[src/rtl/axi_cmd_sequencer.sv]
// axi_cmd_sequencer
//   Command front-end for axi_master. Register read/write commands are queued
//   in a FIFO and issued one at a time. Each command gets exactly one response,
//   returned in command order on a valid/ready stream.
//
//   Optional feature: define CMD_SEQ_TIMEOUT_EN to abort a command that has
//   not completed after TIMEOUT_CYCLES cycles in WAIT. Default build: no
//   timeout, rsp_timeout tied low.
//
// Ports
//   M_AXI_ACLK, M_AXI_ARESET   clock, asynchronous active-high reset
//   cmd_valid/cmd_ready        command stream (cmd_ready = FIFO not full)
//   cmd_rw/cmd_addr/cmd_wdata  command fields (1 = write, 0 = read)
//   rsp_valid/rsp_ready        response stream
//   rsp_rw/rsp_data            echoed rw; read data (0 for writes/timeouts)
//   rsp_timeout                command aborted by timeout
//   addr/write_data            to axi_master, stable from issue to next pop
//   start_read/start_write     to axi_master, one-cycle pulses
//   done/read_data             from axi_master
//   busy                       command in flight or queued
//   cmd_count                  FIFO occupancy (excludes in-flight command)
module axi_cmd_sequencer #(
  parameter int unsigned ADDR_WIDTH     = 32,
  parameter int unsigned DATA_WIDTH     = 32,
  parameter int unsigned FIFO_DEPTH     = 8,
  parameter int unsigned TIMEOUT_CYCLES = 1024
) (
  input  logic                          M_AXI_ACLK,
  input  logic                          M_AXI_ARESET,
  input  logic                          cmd_valid,
  output logic                          cmd_ready,
  input  logic                          cmd_rw,
  input  logic [ADDR_WIDTH-1:0]         cmd_addr,
  input  logic [DATA_WIDTH-1:0]         cmd_wdata,
  output logic                          rsp_valid,
  input  logic                          rsp_ready,
  output logic                          rsp_rw,
  output logic [DATA_WIDTH-1:0]         rsp_data,
  output logic                          rsp_timeout,
  output logic [ADDR_WIDTH-1:0]         addr,
  output logic [DATA_WIDTH-1:0]         write_data,
  output logic                          start_read,
  output logic                          start_write,
  input  logic                          done,
  input  logic [DATA_WIDTH-1:0]         read_data,
  output logic                          busy,
  output logic [$clog2(FIFO_DEPTH):0]   cmd_count
);

  localparam int unsigned PW = $clog2(FIFO_DEPTH);
  localparam int unsigned EW = 1 + ADDR_WIDTH + DATA_WIDTH;

  if (FIFO_DEPTH < 2 || (FIFO_DEPTH & (FIFO_DEPTH - 1)) != 0 || TIMEOUT_CYCLES < 1) begin : g_bad_param
    $error("axi_cmd_sequencer: FIFO_DEPTH must be a power of 2 >= 2, TIMEOUT_CYCLES >= 1");
  end

  typedef enum logic [1:0] {
    IDLE,
    ISSUE,
    WAIT,
    RESP
  } state_t;

  state_t state;

  // ---------------------------------------------------------------------------
  // Command FIFO. Pointers carry one extra MSB so full and empty differ.
  // ---------------------------------------------------------------------------
  logic [EW-1:0]         mem [FIFO_DEPTH];
  logic [PW:0]           wr_ptr;
  logic [PW:0]           rd_ptr;
  logic                  empty;
  logic                  full;
  logic                  push;
  logic                  pop;
  logic [EW-1:0]         rd_entry;
  logic                  rd_rw;
  logic [ADDR_WIDTH-1:0] rd_addr;
  logic [DATA_WIDTH-1:0] rd_wdata;

  assign empty     = (wr_ptr == rd_ptr);
  assign full      = (wr_ptr[PW] != rd_ptr[PW]) && (wr_ptr[PW-1:0] == rd_ptr[PW-1:0]);
  assign cmd_ready = ~full;
  assign push      = cmd_valid & cmd_ready;
  assign pop       = (state == IDLE) & ~empty;
  assign cmd_count = wr_ptr - rd_ptr;
  assign busy      = (state != IDLE) | ~empty;

  assign rd_entry  = mem[rd_ptr[PW-1:0]];
  assign rd_rw     = rd_entry[EW-1];
  assign rd_addr   = rd_entry[EW-2 -: ADDR_WIDTH];
  assign rd_wdata  = rd_entry[DATA_WIDTH-1:0];

  always_ff @(posedge M_AXI_ACLK) begin
    if (push) begin
      mem[wr_ptr[PW-1:0]] <= {cmd_rw, cmd_addr, cmd_wdata};
    end
  end

  always_ff @(posedge M_AXI_ACLK or posedge M_AXI_ARESET) begin
    if (M_AXI_ARESET) begin
      wr_ptr <= '0;
      rd_ptr <= '0;
    end else begin
      if (push) wr_ptr <= wr_ptr + (PW+1)'(1);
      if (pop)  rd_ptr <= rd_ptr + (PW+1)'(1);
    end
  end

  // ---------------------------------------------------------------------------
  // Sequencer FSM
  // ---------------------------------------------------------------------------
  logic cur_rw;
  logic done_q;
  logic completion;

  // Only a rising edge of done completes a command, so a level left high by
  // axi_master cannot complete the following command as well.
  assign completion = done & ~done_q;

`ifdef CMD_SEQ_TIMEOUT_EN
  localparam int unsigned TW = $clog2(TIMEOUT_CYCLES + 1);
  logic [TW-1:0] tmo_cnt;
  logic          rsp_timeout_q;
  assign rsp_timeout = rsp_timeout_q;
`else
  assign rsp_timeout = 1'b0;
`endif

  always_ff @(posedge M_AXI_ACLK or posedge M_AXI_ARESET) begin
    if (M_AXI_ARESET) begin
      state         <= IDLE;
      cur_rw        <= 1'b0;
      done_q        <= 1'b0;
      addr          <= '0;
      write_data    <= '0;
      start_read    <= 1'b0;
      start_write   <= 1'b0;
      rsp_valid     <= 1'b0;
      rsp_rw        <= 1'b0;
      rsp_data      <= '0;
`ifdef CMD_SEQ_TIMEOUT_EN
      tmo_cnt       <= '0;
      rsp_timeout_q <= 1'b0;
`endif
    end else begin
      done_q      <= done;
      start_read  <= 1'b0;
      start_write <= 1'b0;
      case (state)
        IDLE: begin
          if (!empty) begin
            cur_rw      <= rd_rw;
            addr        <= rd_addr;
            write_data  <= rd_wdata;
            // Registered here so the pulse is high for exactly the ISSUE cycle.
            start_write <= rd_rw;
            start_read  <= ~rd_rw;
            state       <= ISSUE;
          end
        end
        ISSUE: begin
`ifdef CMD_SEQ_TIMEOUT_EN
          tmo_cnt <= '0;
`endif
          state <= WAIT;
        end
        WAIT: begin
          if (completion) begin
            rsp_valid     <= 1'b1;
            rsp_rw        <= cur_rw;
            rsp_data      <= cur_rw ? '0 : read_data;
`ifdef CMD_SEQ_TIMEOUT_EN
            rsp_timeout_q <= 1'b0;
`endif
            state         <= RESP;
          end
`ifdef CMD_SEQ_TIMEOUT_EN
          // Abort after TIMEOUT_CYCLES cycles spent in WAIT.
          else if (tmo_cnt == TW'(TIMEOUT_CYCLES - 1)) begin
            rsp_valid     <= 1'b1;
            rsp_rw        <= cur_rw;
            rsp_data      <= '0;
            rsp_timeout_q <= 1'b1;
            state         <= RESP;
          end else begin
            tmo_cnt <= tmo_cnt + TW'(1);
          end
`endif
        end
        RESP: begin
          if (rsp_ready) begin
            rsp_valid <= 1'b0;
            state     <= IDLE;
          end
        end
        default: state <= IDLE;
      endcase
    end
  end

endmodule
[config.mk]
export PLATFORM = sky130hd
export DESIGN_NAME = axi_cmd_sequencer
export DESIGN_NICKNAME = d
export VERILOG_FILES = /design/src/rtl/axi_cmd_sequencer.sv
export SDC_FILE = /design/constraint.sdc
export NUM_CORES = 1
export LEC_CHECK = 0
export BUFFER_PORTS_ARGS = -buffer_cell sky130_fd_sc_hd__buf_2
export CORE_ASPECT_RATIO = 0.9
export CORE_MARGIN = 2
export CORE_UTILIZATION = 25
export CTS_CLUSTER_DIAMETER = 30
export CTS_CLUSTER_SIZE = 16
export DETAILED_ROUTE_END_ITERATION = 7
export PLACE_DENSITY = 0.51
export REMOVE_ABC_BUFFERS = 1
export SYNTH_ARGS = -nofsm -noshare
export SYNTH_HDL_FRONTEND = slang
export SYNTH_SLANG_ARGS = --single-unit
[constraint.sdc]
create_clock -name M_AXI_ACLK -period 8.9 [get_ports M_AXI_ACLK]
set_clock_uncertainty 0.2 [all_clocks]
set_input_delay 1.78 -clock M_AXI_ACLK [delete_from_list [all_inputs] [get_ports M_AXI_ACLK]]
set_output_delay 1.78 -clock M_AXI_ACLK [all_outputs]
set_load 0.005 [all_outputs]
==> reports/qor.txt <==
status -> finished clean
initial antenna violation count -> 22
asr flop ratio synth -> 0.177
Synth Cell Area -> 24100 µm²
largest cells by area after synthesis -> edfxtp_1 (65%), dfrtp_1 (12%), mux4_2 (6.1%)
WL final -> 59.0 mm
Final Net Count -> 1732
Global Route Usage Sum -> 0.119
measured slew at the worst slew-check pin -> 1.19 ns
top cells by count, synth -> edfxtp_1 (520), dfrtp_1 (112), nand2_1 (106)
global-route wire length before repair -> 87.6 mm
combined flip-flop and latch cell area -> 18400 µm²
Final Cycle Share -> 0.553
gpl congestion -> 0.737
maximum root-to-sink buffer count -> 3
Via Count -> 13000
worst-path cell with the longest stage delay -> dfrtp_4
Tmin final -> 4.92 ns
Max-slew headroom -> 0.208
CTS Root Cell -> clkbuf_16
combinational power share -> 0.221
total setup buffers inserted after CTS -> 0
Max Freq -> 203 MHz
Post-Synth Simple-Gate Area -> 0.0427
chip width -> 331 µm
IO Count -> 209
Max-Cap Viols -> 0
maximum vdd ir drop -> 203 µV
port bufs -> 207
sequential area share after synthesis -> 0.763
Int Power -> 8450 µW
Core Util, Final -> 0.326
setup slack after layout -> 3.98 ns
H-tree depth -> 4
Avg WL per Cell -> 19.7 µm
largest family of logic cells by synthesized area -> multiplexers
sw frac -> 0.293
Most used DFF post-synth -> edfxtp_1
Die Ht -> 299 µm
Core Box Area -> 96100 µm²
Worst Hold Class -> flip-flop to flip-flop
flops & latches, synth -> 632
top-count cell post-synth -> edfxtp_1
CP Launch Type -> flip-flop
hold buffers post-CTS -> 0
Post-Synth Adder-Cell Area -> 0.00550
largest fanout on the critical path -> 41
Vias/cell -> 4.35
CTS buffer count -> 134
Detailed Routing Iterations Pass 1 -> 5
Power Dens Cells -> 382 nW/µm²
synth warn -> 0
count of flip-flops with a built-in enable after synthesis -> 520
cell family with most CP delay -> flip-flops
worst-path cell chain -> inv_1 -> ha_1 -> a21o_1 -> a21oi_1 -> xnor2_1 -> buf_2
pre-CTS setup slack -> 4.28 ns
compound-gate portion of the synthesized area -> 0.0455
CTS tree -> done
Skew-Pair Late Insertion Delay -> 0.68 ns
Avg Cell Area, Syn -> 18.0 µm²
DR iter-0 viols -> 907
Post-Synth XOR/XNOR Area -> 0.00363
Starting Density -> 0.251
DPL Wire Length -> 33.3 mm
Worst path max stage delay -> 0.84 ns
layout cells sized above 1 -> 0.348
max-slew violations -> 0
# DRC -> 0
Clock Power Share -> 0.426
CP endpoint kind -> output port
Hold Vio Cnt, Final -> 0
P_leak -> 0.0113 µW
final setup violation count -> 0
full die area -> 99000 µm²
Worst EP arrival -> 2.94 ns
unrepaired setup endpoints after global routing -> false
dominant cell type by area after synthesis -> edfxtp_1
multiplexer share of the synthesized area -> 0.121
global route overflow -> 0
Antenna Violating Nets Remaining -> 0
number of global-route vias before repair -> 13700
r2r setup slk -> 4.40 ns
Clock Pin Slew Worst Setup and Hold Paths -> 0.04 ns
Reg power frac -> 0.353
worst hold slack -> 0.269 ns
row count -> 108
Unique masters post-synth -> 35
Crit path required time -> 6.92 ns
area of the multi-input gates -> 5320 µm²
PostCTS Resize Cnt -> 0
post-synth top area share -> 0.647
largest net degree at the start of global routing -> 89
Syn Inst Count -> 1339
Layout area overhead -> 29.8%
Crit Path Category -> flip-flop to output port
FILL cells -> 9198
Switch Pwr -> 3500 µW
Buf+Inv Stages, Crit Path -> 2
CTS Sinks -> 632
registers in the layout, summed over array words and instances, names as in the netlist:
register	count
done_q	1
rsp_rw	1
addr	32
write_data	32
start_read	1
mem	520
start_write	1
wr_ptr	4
rsp_valid	1
rsp_data	32
state	2
rd_ptr	4
cur_rw	1
per-layer routing:
| layer | track usage | vias up | wire [µm] |
|---|---|---|---|
| li1 | - | 5893 | - |
| met1 | 0.144 | 6603 | 24700 |
| met2 | 0.188 | 391 | 27900 |
| met3 | 0.0505 | 128 | 5010 |
| met4 | 0.0429 | 28 | 1220 |
| met5 | 0 | - | 161 |
tightest hold or removal path: stages (launching register included):
cell     delay [ns]
dfrtp_1        0.33
nand2_1        0.04
o21ai_0        0.06
power by group through the flow:
stage / sequential [µW] / clock, µW / combinational [µW]
2_1_floorplan: 4440 / 0 / 1720
3_5_place_dp: 4280 / 0 / 2740
6_report: 4210 / 5090 / 2640
3_3_place_gp: 4250 / 0 / 2720
4_1_cts: 4230 / 5210 / 2750
5_1_grt: 4290 / 5350 / 2940
cells by family (layout without fill, tap and decap cells):
| group | after synthesis | count (layout) |
|---|---|---|
| buf+inv | 93 | 482 |
| fa+ha+maj | 10 | 10 |
| compound gates | 169 | 169 |
| other cells | 1 | 7 |
| mux | 201 | 201 |
| simple gates | 223 | 223 |
| flops | 632 | 632 |
| xor+xnor | 10 | 10 |
worst paths after layout:
| kind | from | end | cells past startpoint |
|---|---|---|---|
| max | rd_ptr[1] | cmd_count[3] | 6 |
| min | write_data[15] | write_data[15] | 2 |
| max reg2reg | rd_ptr[1] | mem[5][53] | 7 |
| min reg2reg | write_data[15] | write_data[15] | 2 |
| max in group asynchronous | M_AXI_ARESET | rd_ptr[0] | 3 |
| min in group asynchronous | M_AXI_ARESET | rsp_data[10] | 2 |
through the flow:
stage / TNS, ns / instances / power [µW] / instance area (µm²)
3_5_place_dp: 0 / 2749 / 7010 / 26600
5_1_grt: 0 / 2996 / 12600 / 31300
2_1_floorplan: -1710.13 / 1256 / 6160 / 23700
3_3_place_gp: 0 / 2749 / 6970 / 26600
6_report: 0 / 2999 / 11900 / 31300
4_1_cts: 0 / 2993 / 12200 / 31300
layout by cell type, fill, tap and decap left out, drive strengths merged, types with 34 or more instances in the layout:
master  instances
edfxtp        520
buf           228
clkbuf        150
dfrtp         112
nand2         106
o21ai          98
mux2i          69
mux2           67
nand3          66
mux4           65
o221ai         64
clkinv         44
nand2b         34
area by class of cell:
cell class                      count  area share
Timing Repair Buffer              228      0.0381
Clock inverter                     94      0.0365
Tap cell                         1265      0.0506
Multi-Input combinational cell    614       0.170
Clock buffer                      150       0.114
Sequential cell                   632       0.589
Antenna cell                        6    0.000480
Inverter                           10     0.00144
Power figures use the tool's default switching activity.
